File: src/rtl/fwd_hazard_scoreboard_if.sv
// Forwarding/hazard unit bus: ID-stage request fields in,
// stall and EX operand-select outputs back.
interface fwd_hazard_scoreboard_if #(
    parameter int REG_AW = 5,
    parameter int DEPTH  = 2,
    parameter int SW     = $clog2(DEPTH + 1)
);
    logic              pipe_hold;
    logic              id_valid;
    logic [REG_AW-1:0] id_rs1;
    logic [REG_AW-1:0] id_rs2;
    logic              id_use_rs1;
    logic              id_use_rs2;
    logic [REG_AW-1:0] id_rd;
    logic              id_regwrite;
    logic [SW-1:0]     id_ready_stage;
    logic              ex_flush;
    logic              id_stall;
    logic [SW-1:0]     ex_fwd_a;
    logic [SW-1:0]     ex_fwd_b;
    logic              hazard_err;

    modport master (
        output pipe_hold, id_valid, id_rs1, id_rs2,
        output id_use_rs1, id_use_rs2, id_rd,
        output id_regwrite, id_ready_stage, ex_flush,
        input  id_stall, ex_fwd_a, ex_fwd_b, hazard_err
    );

    modport slave (
        input  pipe_hold, id_valid, id_rs1, id_rs2,
        input  id_use_rs1, id_use_rs2, id_rd,
        input  id_regwrite, id_ready_stage, ex_flush,
        output id_stall, ex_fwd_a, ex_fwd_b, hazard_err
    );
endinterface

File: src/rtl/fwd_hazard_scoreboard.sv
// Forwarding and hazard unit: tracks producers in EX and DEPTH
// post-EX stages, stalls ID on unresolved hazards, drives EX muxes.
module fwd_hazard_scoreboard #(
    parameter int REG_AW = 5,
    parameter int DEPTH  = 2,
    parameter int SW     = $clog2(DEPTH + 1)
) (
    input logic clk,
    input logic rst,
    fwd_hazard_scoreboard_if.slave bus
);

    typedef logic [REG_AW-1:0] reg_t;
    typedef logic [DEPTH:0][REG_AW-1:0] rd_arr_t;
    typedef logic [DEPTH:0][SW-1:0] rdy_arr_t;

    // Index 0 is the EX slot, 1..DEPTH the post-EX stages
    logic [DEPTH:0] vld_q, vld_d;
    logic [DEPTH:0] wen_q, wen_d;
    rd_arr_t        rd_q, rd_d;
    rdy_arr_t       rdy_q, rdy_d;
    reg_t           rs1_q, rs1_d;
    reg_t           rs2_q, rs2_d;
    logic           use1_q, use1_d;
    logic           use2_q, use2_d;
    logic           err_q, err_d;

    logic           stall;
    logic           load;
    logic [SW:0]    fwd_a_r;
    logic [SW:0]    fwd_b_r;

    // A consumer in ID stalls when the youngest producer in S0..S(DEPTH-1)
    // will still lack its result once the consumer reaches EX.
    function automatic logic src_stall(
        input reg_t           r,
        input logic [DEPTH:0] v,
        input logic [DEPTH:0] w,
        input rd_arr_t        rd,
        input rdy_arr_t       rdy
    );
        logic found;
        logic res;
        found = 1'b0;
        res   = 1'b0;
        for (int j = 0; j < DEPTH; j++) begin
            if (!found && v[j] && w[j] && rd[j] == r && r != '0) begin
                found = 1'b1;
                res   = rdy[j] > SW'(j + 1);
            end
        end
        return res;
    endfunction

    // Returns {not_ready, select}; youngest matching stage wins.
    function automatic logic [SW:0] fwd_lookup(
        input reg_t           r,
        input logic [DEPTH:0] v,
        input logic [DEPTH:0] w,
        input rd_arr_t        rd,
        input rdy_arr_t       rdy
    );
        logic          found;
        logic          bad;
        logic [SW-1:0] sel;
        found = 1'b0;
        bad   = 1'b0;
        sel   = '0;
        for (int k = 1; k <= DEPTH; k++) begin
            if (!found && v[k] && w[k] && rd[k] == r && r != '0) begin
                found = 1'b1;
                if (rdy[k] <= SW'(k)) begin
                    sel = SW'(k);
                end else begin
                    bad = 1'b1;
                end
            end
        end
        return {bad, sel};
    endfunction

    // Stall request, forward selects and sticky error next state
    always_comb begin
        stall   = 1'b0;
        fwd_a_r = '0;
        fwd_b_r = '0;
        if (bus.id_valid) begin
            if (bus.id_use_rs1 &&
                src_stall(bus.id_rs1, vld_q, wen_q, rd_q, rdy_q)) begin
                stall = 1'b1;
            end
            if (bus.id_use_rs2 &&
                src_stall(bus.id_rs2, vld_q, wen_q, rd_q, rdy_q)) begin
                stall = 1'b1;
            end
        end
        if (vld_q[0] && use1_q) begin
            fwd_a_r = fwd_lookup(rs1_q, vld_q, wen_q, rd_q, rdy_q);
        end
        if (vld_q[0] && use2_q) begin
            fwd_b_r = fwd_lookup(rs2_q, vld_q, wen_q, rd_q, rdy_q);
        end
        err_d = err_q | fwd_a_r[SW] | fwd_b_r[SW];
    end

    assign bus.id_stall   = stall;
    assign bus.ex_fwd_a   = fwd_a_r[SW-1:0];
    assign bus.ex_fwd_b   = fwd_b_r[SW-1:0];
    assign bus.hazard_err = err_q;

    // Shift the tracker one stage and load or bubble the EX slot
    always_comb begin
        vld_d  = vld_q;
        wen_d  = wen_q;
        rd_d   = rd_q;
        rdy_d  = rdy_q;
        rs1_d  = rs1_q;
        rs2_d  = rs2_q;
        use1_d = use1_q;
        use2_d = use2_q;
        load   = bus.id_valid && !stall && !bus.ex_flush;
        if (!bus.pipe_hold) begin
            for (int k = 1; k <= DEPTH; k++) begin
                vld_d[k] = vld_q[k-1];
                wen_d[k] = wen_q[k-1];
                rd_d[k]  = rd_q[k-1];
                rdy_d[k] = rdy_q[k-1];
            end
            vld_d[0] = load;
            if (load) begin
                wen_d[0] = bus.id_regwrite;
                rd_d[0]  = bus.id_rd;
                rdy_d[0] = bus.id_ready_stage;
                rs1_d    = bus.id_rs1;
                rs2_d    = bus.id_rs2;
                use1_d   = bus.id_use_rs1;
                use2_d   = bus.id_use_rs2;
            end
        end
    end

    // Tracker and sticky error registers
    always_ff @(posedge clk or posedge rst) begin
        if (rst) begin
            vld_q  <= '0;
            wen_q  <= '0;
            rd_q   <= '0;
            rdy_q  <= '0;
            rs1_q  <= '0;
            rs2_q  <= '0;
            use1_q <= 1'b0;
            use2_q <= 1'b0;
            err_q  <= 1'b0;
        end else begin
            vld_q  <= vld_d;
            wen_q  <= wen_d;
            rd_q   <= rd_d;
            rdy_q  <= rdy_d;
            rs1_q  <= rs1_d;
            rs2_q  <= rs2_d;
            use1_q <= use1_d;
            use2_q <= use2_d;
            err_q  <= err_d;
        end
    end

endmodule

File: src/flat_wrapper.sv
// flat-port wrapper written by rule: the top's interface ports become plain ports
module fwd_hazard_scoreboard_flat 
#(
    parameter int REG_AW = 5,
    parameter int DEPTH  = 2,
    parameter int SW     = $clog2(DEPTH + 1)
)
  (clk, rst, bus_pipe_hold, bus_id_valid, bus_id_rs1, bus_id_rs2, bus_id_use_rs1, bus_id_use_rs2, bus_id_rd, bus_id_regwrite, bus_id_ready_stage, bus_ex_flush, bus_id_stall, bus_ex_fwd_a, bus_ex_fwd_b, bus_hazard_err);
  fwd_hazard_scoreboard_if #(.REG_AW(REG_AW), .DEPTH(DEPTH), .SW(SW)) bus_i ();
  input logic clk;
  input logic rst;
  input wire logic [$bits(bus_i.pipe_hold)-1:0] bus_pipe_hold;
  input wire logic [$bits(bus_i.id_valid)-1:0] bus_id_valid;
  input wire logic [$bits(bus_i.id_rs1)-1:0] bus_id_rs1;
  input wire logic [$bits(bus_i.id_rs2)-1:0] bus_id_rs2;
  input wire logic [$bits(bus_i.id_use_rs1)-1:0] bus_id_use_rs1;
  input wire logic [$bits(bus_i.id_use_rs2)-1:0] bus_id_use_rs2;
  input wire logic [$bits(bus_i.id_rd)-1:0] bus_id_rd;
  input wire logic [$bits(bus_i.id_regwrite)-1:0] bus_id_regwrite;
  input wire logic [$bits(bus_i.id_ready_stage)-1:0] bus_id_ready_stage;
  input wire logic [$bits(bus_i.ex_flush)-1:0] bus_ex_flush;
  output wire logic [$bits(bus_i.id_stall)-1:0] bus_id_stall;
  output wire logic [$bits(bus_i.ex_fwd_a)-1:0] bus_ex_fwd_a;
  output wire logic [$bits(bus_i.ex_fwd_b)-1:0] bus_ex_fwd_b;
  output wire logic [$bits(bus_i.hazard_err)-1:0] bus_hazard_err;
  assign bus_i.pipe_hold = bus_pipe_hold;
  assign bus_i.id_valid = bus_id_valid;
  assign bus_i.id_rs1 = bus_id_rs1;
  assign bus_i.id_rs2 = bus_id_rs2;
  assign bus_i.id_use_rs1 = bus_id_use_rs1;
  assign bus_i.id_use_rs2 = bus_id_use_rs2;
  assign bus_i.id_rd = bus_id_rd;
  assign bus_i.id_regwrite = bus_id_regwrite;
  assign bus_i.id_ready_stage = bus_id_ready_stage;
  assign bus_i.ex_flush = bus_ex_flush;
  assign bus_id_stall = bus_i.id_stall;
  assign bus_ex_fwd_a = bus_i.ex_fwd_a;
  assign bus_ex_fwd_b = bus_i.ex_fwd_b;
  assign bus_hazard_err = bus_i.hazard_err;
  fwd_hazard_scoreboard #(.REG_AW(REG_AW), .DEPTH(DEPTH), .SW(SW)) u_core (.clk(clk), .rst(rst), .bus(bus_i));
endmodule
File: config.mk
export PLATFORM = sky130hd
export DESIGN_NAME = fwd_hazard_scoreboard_flat
export DESIGN_NICKNAME = d
export VERILOG_FILES = /design/src/rtl/fwd_hazard_scoreboard_if.sv /design/src/rtl/fwd_hazard_scoreboard.sv /design/src/flat_wrapper.sv
export SDC_FILE = /design/constraint.sdc
export NUM_CORES = 1
export LEC_CHECK = 0
export BUFFER_PORTS_ARGS = -buffer_cell sky130_fd_sc_hd__buf_4
export CELL_PAD_IN_SITES_DETAIL_PLACEMENT = 0
export CELL_PAD_IN_SITES_GLOBAL_PLACEMENT = 2
export CORE_UTILIZATION = 37
export CTS_CLUSTER_DIAMETER = 60
export DETAILED_ROUTE_END_ITERATION = 10
export GPL_TIMING_DRIVEN = 0
export PLACE_DENSITY_LB_ADDON = 0.25
export SYNTH_ARGS = -nofsm -noshare
export SYNTH_HDL_FRONTEND = slang
export SYNTH_SLANG_ARGS = --single-unit
File: constraint.sdc
create_clock -name clk -period 2.95 [get_ports clk]
set_input_delay 0.295 -clock clk [delete_from_list [all_inputs] [get_ports clk]]
set_output_delay 0.295 -clock clk [all_outputs]
set_load 0.1 [all_outputs]
==> results.sh, run 1 <==
export IMPL_crit_arrival_ps=2350
export IMPL_cts_tree="yes"
export IMPL_multi_input_area_mm2=0.00114
export IMPL_vdd_drop_max_uv=418
export IMPL_gp_congestion=0.774
export IMPL_syn_area_per_cell_um2=11.2
export IMPL_clock_latency_ps=290
export IMPL_grt_pass1_vias=1643
export IMPL_cp_top_family="simple AND/OR/NAND/NOR gates"
export IMPL_final_cell_mix="40 x dfrtp_1, 35 x mux2_2, 30 x buf_4"
export IMPL_timing_final_crit_share_pct=89.6
export IMPL_fin_worst_skew_ps=12.5
export IMPL_ctsResizeCount=0
export IMPL_die_h_um=79.0
export IMPL_syn_area_mm2=0.00219
export IMPL_synth_async_reset_ratio_pct=100
export IMPL_fin_setup_tns_ps=0
export IMPL_drv_cap=0
export IMPL_finalHoldViolations=0
export IMPL_synthMuxAreaShare_pct=18.0
export IMPL_die_width_um=79.0
export IMPL_min_period_ps=2640
export IMPL_cts_root_buf="clkbuf_8"
export IMPL_grt_max_degree=41
export IMPL_worstPathRequired_ps=2650
export IMPL_drv_slew=0
export IMPL_worst_path_buf_inv=2
export IMPL_ys_seq_elements=40
export IMPL_ys_seq_area_share_pct=45.7
export IMPL_cts_sinks=40
export IMPL_syn_num_nets=220
export IMPL_synth_edff_count=0
export IMPL_setup_viol=0
export IMPL_hp_class="input port to async pin"
export IMPL_first_iter_violations=77
export IMPL_antenna_left=0
export IMPL_max_stage_delay_ps=520
export IMPL_final_core_util_pct=47.4
export IMPL_fp_dieArea_mm2=0.00624
export IMPL_seq_area_mm2=0.00100
export IMPL_syn_to_final_growth_pct=21.2
export IMPL_cts_hold_buf=0
export IMPL_vias=1579
export IMPL_cts_buffers=5
export IMPL_clk_pin_slew_ps=80
export IMPL_core_mm2=0.00561
export IMPL_cp_slowest_cell="or4_1"
export IMPL_outcome="finished clean"
export IMPL_num_rows=27
export IMPL_mostFrequentLayoutCell="dfrtp_1"
export IMPL_synth_adder_area_share_pct=0
export IMPL_via_per_inst=5.19
export IMPL_synth_compound_area_share_pct=4.74
export IMPL_slew_headroom_pct=43.4
export IMPL_start_util_pct=39.1
export IMPL_htree_levels=2
export IMPL_ys_warn_count=0
export IMPL_route_detailed_drc=0
export IMPL_clock_fmax_mhz=378
export IMPL_port_buffers=30
export IMPL_worst_slew_pin_slew_ps=847
export IMPL_clock_path_buffers=2
export IMPL_wl_um=4900
export IMPL_track_usage_pct=17.9
export IMPL_diodes=0
export IMPL_synth_xor_area_share_pct=16.0
export IMPL_nets=257
export IMPL_finalPower_mw=1.74
export IMPL_worstPathCellList="buf_2 -> xor2_1 -> or4_1 -> o22a_1 -> o21ai_0 -> and2_1 -> buf_4"
export IMPL_synthSimpleGateAreaFrac_pct=12.4
export IMPL_gr_total_overflow=0
export IMPL_grt_pass1_wl_um=8460
export IMPL_path_max_fanout=6
export IMPL_critPathLaunchType="flip-flop"
export IMPL_ys_types=32
export IMPL_power_per_cell_area_mw_per_mm2=656
export IMPL_dominantRegCellSynth="dfrtp_1"
export IMPL_worst_setup_path_end_kind="output port"
export IMPL_dr_pass1_iters=4
export IMPL_wl_per_cell_um=16.1
export IMPL_fillers=562
export IMPL_ios=31
export IMPL_synth_top_family_by_area="multiplexers"
export IMPL_p_leak_nw=1.09
export IMPL_dpl_hpwl_um=3810
export IMPL_grt_setup_unrepaired="no"
export IMPL_crit_type="flip-flop to output port"
export IMPL_antenna_found_initial=0
export IMPL_postCtsSetupBuffers=0
export IMPL_drive_above_1_share_pct=37.1
export IMPL_syn_instance_count=195
[state kept, by name (all words and copies together), names as in the netlist]
name and count:
u_core.use1_q 1, u_core.rdy_q 6, u_core.use2_q 1, u_core.rd_q 15
u_core.vld_q 3, u_core.rs2_q 5, u_core.wen_q 3, u_core.rs1_q 5
u_core.bus.hazard_err 1
[cells by family after synthesis]
logic type	Yosys count
XOR/XNOR	40
multiplexers	35
AND/OR/NAND/NOR	52
buffers and inverters	13
flip-flops	40
AO/OA/AOI/OAI	15
[worst paths after layout]
check / from / to / slack (ps) / cells after the start
max: u_core.rd_q[8] / bus_id_stall / 310 / 7
min: rst / u_core.rd_q[11] / 180 / 2
max reg2reg: u_core.rd_q[8] / u_core.rs1_q[1] / 610 / 7
min reg2reg: u_core.rdy_q[0] / u_core.rdy_q[2] / 500 / 1
max in group asynchronous: rst / u_core.wen_q[1] / 2220 / 2
min in group clk: bus_id_rd[1] / u_core.rd_q[1] / 240 / 2
[power breakdown]
| part | leakage, nW | switching, mW | internal [mW] |
|---|---|---|---|
| clock network | 0.0642 | 0.186 | 0.333 |
| registers | 0.482 | 0.119 | 0.660 |
| logic | 0.541 | 0.201 | 0.243 |
| total | 1.09 | 0.506 | 1.24 |
[cell type report]
| cell class | instances | share of cell area [%] |
|---|---|---|
| buffer | 10 | 2.21 |
| tap | 72 | 3.39 |
| clock buffer | 5 | 2.59 |
| timing repair buffer | 30 | 8.48 |
| multi-input combinational | 142 | 43.0 |
| sequential | 40 | 37.7 |
| inverter | 3 | 0.424 |
| clock inverter | 2 | 2.26 |
[layer usage]
metal	vias up	track usage [%]	wire [um]
met5	-	0	0
met4	0	4.91	42
met3	5	3.10	167
met2	29	29.0	2290
met1	780	24.5	2400
li1	765	-	-
[per-stage QoR]
stage | hold WS (ps) | area, um2 | std cells | worst slack (ps)
CTS | 209 | 2660 | 304 | 283
floorplan | 445 | 2210 | 195 | 226
global route | 227 | 2660 | 304 | 132
detailed placement | 487 | 2530 | 297 | 609
finish | 181 | 2660 | 304 | 307
global placement | 475 | 2530 | 297 | 604
[synthesized netlist by cell type, drive strengths merged, types with 2 or more instances]
cell type  count  area, um2
o211ai         3       27.5
o21ai          5       25.0
inv            3       11.3
nand2         11       41.3
or4            4       30.0
nor4           3       18.8
nand4          7       43.8
nor2           8       30.0
nand3          6       30.0
nor3           7       35.0
mux2          35        394
xnor2         25        219
buf            9       55.1
xor2          15        131
dfrtp         40       1000
and2           2       12.5
[worst register-to-register path: cells and delay by family, from the launching register on]
| family | cells | cell delay [ps] |
|---|---|---|
| AO/OA/AOI/OAI | 2 | 500 |
| XOR/XNOR | 1 | 150 |
| buffers and inverters | 2 | 360 |
| flip-flops | 1 | 360 |
| multiplexers | 1 | 340 |
| AND/OR/NAND/NOR | 1 | 520 |
Power figures use the tool's default switching activity.
==> run 2: changes to the inputs <==
--- a/config.mk
+++ b/config.mk
@@ -5,10 +5,12 @@
 export SDC_FILE = /design/constraint.sdc
 export NUM_CORES = 1
 export LEC_CHECK = 0
+export ABC_AREA = 1
 export BUFFER_PORTS_ARGS = -buffer_cell sky130_fd_sc_hd__buf_4
 export CELL_PAD_IN_SITES_DETAIL_PLACEMENT = 0
 export CELL_PAD_IN_SITES_GLOBAL_PLACEMENT = 2
-export CORE_UTILIZATION = 37
+export CORE_UTILIZATION = 33
+export CTS_BUF_LIST = sky130_fd_sc_hd__clkbuf_4 sky130_fd_sc_hd__clkbuf_8 sky130_fd_sc_hd__clkbuf_16
 export CTS_CLUSTER_DIAMETER = 60
 export DETAILED_ROUTE_END_ITERATION = 10
 export GPL_TIMING_DRIVEN = 0
==> run 2 against run 1 <==
  * Combinational power down 4%
  * Via count increased by 47%
  * Flip-flop and latch count is the same
  * Clock-buffer cell count unchanged
  * Critical path type unchanged
  * Die area up 29%
  * Design area grew 13%
  * Sequential share of layout area fell by 4.3 points
  * First-iteration DRC count up 35%
==> results.sh, run 2 <==
export IMPL_outcome="finished clean"
export IMPL_ys_seq_area_share_pct=39.4
export IMPL_dominantRegCellSynth="dfrtp_1"
export IMPL_comb_power_share_pct=26.1
export IMPL_r2r_end="u_core.rs2_q[3]"
export IMPL_finalHoldViolations=0
export IMPL_r2r_cells=11
export IMPL_p_leak_nw=1.51
export IMPL_reg_top3="u_core.rd_q x15, u_core.rdy_q x6"
export IMPL_final_design_area_no_fill_mm2=0.00300
export IMPL_final_cell_mix="89 x nand2_1, 40 x dfrtp_1, 38 x inv_1"
export IMPL_finalPower_mw=1.63
export IMPL_clock_latency_ps=300
export IMPL_regMostFlops="u_core.rd_q"
export IMPL_final_core_util_pct=40.9
export IMPL_timing_final_crit_share_pct=83.1
export IMPL_critPathLaunch="u_core.rd_q[6]"
export IMPL_synth_top_area_share_pct=39.4
export IMPL_min_period_ps=2450
export IMPL_start_util_pct=34.6
export IMPL_crit_path_end="bus_id_stall"
export IMPL_layoutNonFillerInstCount=490
export IMPL_synth_async_reset_ratio_pct=100
export IMPL_critPathLaunchType="flip-flop"
export IMPL_num_rows=31
export IMPL_cts_root_buf="clkbuf_8"
export IMPL_cts_sinks=40
export IMPL_core_mm2=0.00733
export IMPL_nets=415
export IMPL_htree_levels=2
export IMPL_clock_path_buffers=2
export IMPL_ys_seq_elements=40
export IMPL_multi_input_area_mm2=0.00129
export IMPL_synth_common_cells="89 x nand2_1, 40 x dfrtp_1, 39 x inv_1, 35 x nand2_2, 34 x nor2_1"
export IMPL_die_h_um=89.7
export IMPL_grt_setup_unrepaired="no"
export IMPL_p_seq_share_pct=45.6
export IMPL_worstPathRequired_ps=2650
export IMPL_syn_num_nets=379
export IMPL_port_buffers=29
export IMPL_syn_to_final_growth_pct=18.2
export IMPL_pre_cts_ws_ps=833
export IMPL_synth_top_area_cell="dfrtp_1"
export IMPL_cellInternalPower_mw=1.05
export IMPL_die_width_um=89.7
export IMPL_clk_pin_slew_ps=90
export IMPL_postPlaceCellArea_mm2=0.00289
export IMPL_vdd_drop_max_uv=212
export IMPL_syn_instance_count=354
export IMPL_wl_per_cell_um=14.5
export IMPL_power_switching_mw=0.584
export IMPL_seq_area_mm2=0.00100
export IMPL_rr_startpoint="u_core.rd_q[6]"
export IMPL_postCtsSetupBuffers=0
export IMPL_drive_above_1_share_pct=23.0
export IMPL_pwr_share_clk_pct=28.3
export IMPL_slew_headroom_pct=41.9
export IMPL_ys_warn_count=0
export IMPL_vias=2318
export IMPL_gr_total_overflow=0
export IMPL_ios=31
export IMPL_crit_type="flip-flop to output port"
export IMPL_ctsResizeCount=0
export IMPL_hp_class="input port to async pin"
export IMPL_largest_reg_flops=15
export IMPL_fin_worst_skew_ps=11.3
export IMPL_via_per_inst=4.73
export IMPL_wl_um=7120
export IMPL_cts_buffers=5
export IMPL_track_usage_pct=19.7
export IMPL_worst_setup_path_end_kind="output port"
export IMPL_path_max_fanout=10
export IMPL_grt_pass1_vias=2137
export IMPL_clock_fmax_mhz=408
export IMPL_syn_area_mm2=0.00254
export IMPL_power_per_cell_area_mw_per_mm2=543
export IMPL_antenna_left=0
export IMPL_yosys_cell_count_top_type="nand2_1"
export IMPL_grt_max_degree=41
export IMPL_cts_hold_buf=0
export IMPL_setup_slack_ps=498
export IMPL_drv_slew=0
export IMPL_dp_cells=482
export IMPL_rrSetupSlack_ps=1220
export IMPL_synthTopCellsByArea="dfrtp_1 39%, nand2_1 13%, nand2_2 8.6%, nand4_1 6.7%, inv_1 5.8%"
export IMPL_dpl_hpwl_um=5510
export IMPL_grt_pass1_wl_um=11600
export IMPL_switching_share_pct=35.8
export IMPL_diodes=0
export IMPL_fillers=822
export IMPL_mostFrequentLayoutCell="nand2_1"
export IMPL_ys_types=30
export IMPL_fp_dieArea_mm2=0.00804
export IMPL_synth_edff_count=0
export IMPL_fin_setup_tns_ps=0
export IMPL_dr_pass1_iters=7
export IMPL_hold_ws_ps=180
export IMPL_worst_slew_pin_slew_ps=871
export IMPL_cts_tree="yes"
export IMPL_crit_arrival_ps=2160
export IMPL_route_detailed_drc=0
export IMPL_first_iter_violations=104
export IMPL_drv_cap=0
export IMPL_gp_congestion=0.797
export IMPL_antenna_found_initial=0
export IMPL_setup_viol=0
export IMPL_syn_area_per_cell_um2=7.17
run 2: cell count changes after synthesis, moves of 15 or more:
| cell | change |
|---|---|
| nand2_1 | +78 |
| inv_1 | +36 |
| mux2_2 | -35 |
| nand2_2 | +35 |
| nor2_1 | +26 |
| xnor2_1 | -22 |
| nand4_1 | +20 |
| o21ai_0 | +15 |
run 2: layout make-up:
cell class	instances	area share, %
plain buffers	12	2.96
well taps	99	4.13
clock buffers	5	2.29
repair buffers	29	7.26
clock inverters	3	1.42
multi-input cells	258	43.1
inverters	44	5.50
flip-flops and latches	40	33.4
run 2: kinds of logic (layout without fill, tap and decap cells):
logic type | Yosys count | count (layout) | share of synthesized area [%]
and+or+nand+nor | 212 | 212 | 39.9
DFF | 40 | 40 | 39.4
xor gates and xnor gates | 7 | 7 | 2.42
buffers and inverters | 56 | 93 | 10.0
AOI/OAI and AO/OA | 39 | 39 | 8.23
run 2: how the worst min path moves through the flow:
| stage | start | endpoint | slack, ps | depth (start not counted) |
|---|---|---|---|---|
| floorplan | bus_id_rs2[1] | u_core.rs2_q[1] | 450 | 2 |
| global placement | u_core.use1_q | u_core.use1_q | 470 | 2 |
| detailed placement | u_core.use2_q | u_core.use2_q | 470 | 2 |
| CTS | rst | u_core.rd_q[13] | 220 | 2 |
| global route | rst | u_core.rd_q[11] | 260 | 2 |
| finish | rst | u_core.rd_q[8] | 180 | 2 |
run 2: layer usage:
layer  routed length (um)  track usage, %  up-vias
met5                    0               0        -
met4                   70            4.76        0
met3                  185            2.65        6
met2                 3400            33.3       36
met1                 3460            26.8     1060
li1                     -               -     1216
run 2: power groups by stage:
stage	logic (mW)	clock network, mW	registers (mW)
4_1_cts	0.431	0.471	0.744
3_5_place_dp	0.429	0	0.754
5_1_grt	0.486	0.493	0.758
2_1_floorplan	0.290	0	0.750
3_3_place_gp	0.424	0	0.754
6_report	0.425	0.462	0.743
run 2: worst max-delay path, stage by stage (launching register included):
cell     delay, ps
dfrtp_1        450
inv_1          200
o21ai_1        100
nor2_1         110
nand2_1         50
nor2_1         110
nand2_1         80
nand2_2         80
nand2_4         70
buf_4          200
a21oi_2        120
buf_4          290
==> run 3: changes to the inputs <==
--- a/config.mk
+++ b/config.mk
@@ -9,7 +9,7 @@
 export BUFFER_PORTS_ARGS = -buffer_cell sky130_fd_sc_hd__buf_4
 export CELL_PAD_IN_SITES_DETAIL_PLACEMENT = 0
 export CELL_PAD_IN_SITES_GLOBAL_PLACEMENT = 2
-export CORE_UTILIZATION = 33
+export CORE_UTILIZATION = 30
 export CTS_BUF_LIST = sky130_fd_sc_hd__clkbuf_4 sky130_fd_sc_hd__clkbuf_8 sky130_fd_sc_hd__clkbuf_16
 export CTS_CLUSTER_DIAMETER = 60
 export DETAILED_ROUTE_END_ITERATION = 10
==> constraint.sdc (replaced) <==
create_clock -name clk -period 2 [get_ports clk]
set_input_delay 0.2 -clock clk [delete_from_list [all_inputs] [get_ports clk]]
set_output_delay 0.2 -clock clk [all_outputs]
set_load 0.1 [all_outputs]
==> run 3 against run 2 <==
  * The flow now finishes with violations (setup timing)
  * Power up 51%
  * Critical path depth unchanged
  * Via count up 6.2%
  * Final cell count up 6.3%
  * Sequential power up 48%
  * Critical path type unchanged
  * Largest cell class unchanged
  * Highest routed layer unchanged
==> results.sh, run 3 (synthesis results as in run 2) <==
export IMPL_grt_pass1_wl_um=12400
export IMPL_nets=440
export IMPL_first_iter_violations=98
export IMPL_core_mm2=0.00822
export IMPL_critPathLaunchType="flip-flop"
export IMPL_hp_class="input port to flip-flop"
export IMPL_fin_worst_skew_ps=5.56
export IMPL_wl_met1_um=3660
export IMPL_largest_reg_flops=15
export IMPL_timing_final_crit_share_pct=102
export IMPL_r2r_end="u_core.rs1_q[3]"
export IMPL_critPathLaunch="u_core.rd_q[6]"
export IMPL_clock_path_buffers=2
export IMPL_mostFrequentLayoutCell="nand2_1"
export IMPL_power_per_cell_area_mw_per_mm2=730
export IMPL_wl_met2_um=3680
export IMPL_cp_depth=11
export IMPL_port_buffers=29
export IMPL_drv_slew=0
export IMPL_clk_pin_slew_ps=80
export IMPL_fin_setup_tns_ps=-89.0
export IMPL_crit_path_end="bus_id_stall"
export IMPL_die_h_um=94.0
export IMPL_drv_cap=0
export IMPL_worst_slew_pin_slew_ps=604
export IMPL_crit_arrival_ps=1850
export IMPL_worst_path_buf_inv=2
export IMPL_grt_pass1_vias=2365
export IMPL_start_util_pct=30.9
export IMPL_final_cell_mix="85 x nand2_1, 46 x buf_4, 38 x nand2_2"
export IMPL_r2r_cells=13
export IMPL_regMostFlops="u_core.rd_q"
export IMPL_dr_max_layer_used="met4"
export IMPL_antenna_left=0
export IMPL_htree_levels=2
export IMPL_syn_to_final_growth_pct=33.1
export IMPL_track_usage_pct=18.6
export IMPL_wl_met3_um=193
export IMPL_p_leak_nw=1.66
export IMPL_num_rows=33
export IMPL_worstPathRequired_ps=1800
export IMPL_crit_top_cell="nand2_1"
export IMPL_crit_type="flip-flop to output port"
export IMPL_cp_slowest_cell="dfrtp_2"
export IMPL_grt_setup_unrepaired="yes"
export IMPL_outcome="finished with violations"
export IMPL_max_stage_delay_ps=440
export IMPL_violations="setup timing"
export IMPL_worstPathCellList="buf_4 -> nand2_1 -> o21ai_0 -> nor2_1 -> nand2_1 -> nor2_1 -> nand2_1 -> nand2_2 -> nand2_8 -> a21oi_4 -> buf_12"
export IMPL_dr_pass1_iters=4
export IMPL_fp_dieArea_mm2=0.00883
export IMPL_gp_congestion=0.832
export IMPL_diodes=0
export IMPL_reg_top3="u_core.rd_q x15, u_core.rdy_q x6"
export IMPL_slew_headroom_pct=59.7
export IMPL_setup_slack_ps=-45.2
export IMPL_cts_root_buf="clkbuf_8"
export IMPL_cts_sinks=40
export IMPL_drive_above_1_share_pct=34.4
export IMPL_wl_per_cell_um=14.5
export IMPL_dpl_hpwl_um=5800
export IMPL_antenna_found_initial=0
export IMPL_vdd_drop_max_uv=271
export IMPL_worst_setup_path_end_kind="output port"
export IMPL_clock_latency_ps=290
export IMPL_gr_total_overflow=0
export IMPL_route_detailed_drc=0
export IMPL_finalPower_mw=2.46
export IMPL_clock_fmax_mhz=489
export IMPL_final_design_area_no_fill_mm2=0.00338
export IMPL_hold_ws_ps=175
export IMPL_vias=2462
export IMPL_cp_top_family="simple AND/OR/NAND/NOR gates"
export IMPL_die_width_um=94.0
export IMPL_cts_tree="yes"
export IMPL_rr_startpoint="u_core.rd_q[3]"
export IMPL_rrSetupSlack_ps=150
export IMPL_setup_viol=3
export IMPL_postPlaceCellArea_mm2=0.00294
export IMPL_wl_um=7560
export IMPL_min_period_ps=2050
export IMPL_path_max_fanout=3
export IMPL_via_per_inst=4.73
export IMPL_grt_max_degree=31
export IMPL_cts_buffers=5
export IMPL_ios=31
export IMPL_finalHoldViolations=0
run 3: layout make-up:
class | count | area, um2
buffer | 10 | 76.3
sequential | 40 | 1010
tap | 105 | 131
inverter | 44 | 173
clock inverter | 3 | 18.8
multi-input combinational | 258 | 1390
fill | 902 | 4840
timing repair buffer | 56 | 504
clock buffer | 5 | 68.8
run 3: report_power, final:
group / total [mW] / switching [mW] / internal (mW)
registers: 1.10 / 0.160 / 0.942
clock network: 0.545 / 0.301 / 0.244
logic: 0.818 / 0.461 / 0.358
total: 2.46 / 0.921 / 1.54
run 3: worst min-delay path, stage by stage:
cell and delay (ps):
buf_4 70, nand4_1 90, nand2_1 70
run 3: timing repair:
item,in CTS,in global routing
endpoints found under the hold margin,10,0
resized for setup,29,23
hold buffers,1,0
pin swaps,4,7
endpoints found under the setup margin,5,24
setup buffers,12,13
run 3: worst min-delay path by stage:
stage / end / slack (ps) / cells past startpoint / from
global route: u_core.rd_q[2] / 190 / 3 / bus_id_rd[2]
finish: u_core.rdy_q[0] / 170 / 3 / bus_id_ready_stage[0]
detailed placement: u_core.rs2_q[3] / 160 / 2 / rst
floorplan: u_core.rs2_q[1] / 350 / 2 / bus_id_rs2[1]
CTS: u_core.rdy_q[1] / 170 / 3 / bus_id_ready_stage[1]
global placement: u_core.vld_q[2] / 470 / 2 / u_core.vld_q[2]
run 3: stage by stage:
| stage | setup slack [ps] | instances | util (%) |
|---|---|---|---|
| 4_1_cts | -34.0 | 508 | 39.2 |
| 6_report | -45.2 | 521 | 41.1 |
| 3_3_place_gp | -71.5 | 488 | 35.5 |
| 3_5_place_dp | -54.7 | 489 | 35.7 |
| 5_1_grt | -217 | 521 | 41.1 |
| 2_1_floorplan | -340 | 354 | - |
run 3: layer usage:
layer  GRT usage (%)  up-vias
met2            31.6       44
met3            2.18        2
li1                -     1262
met1            25.6     1154
met4            3.46        0
met5               0        -
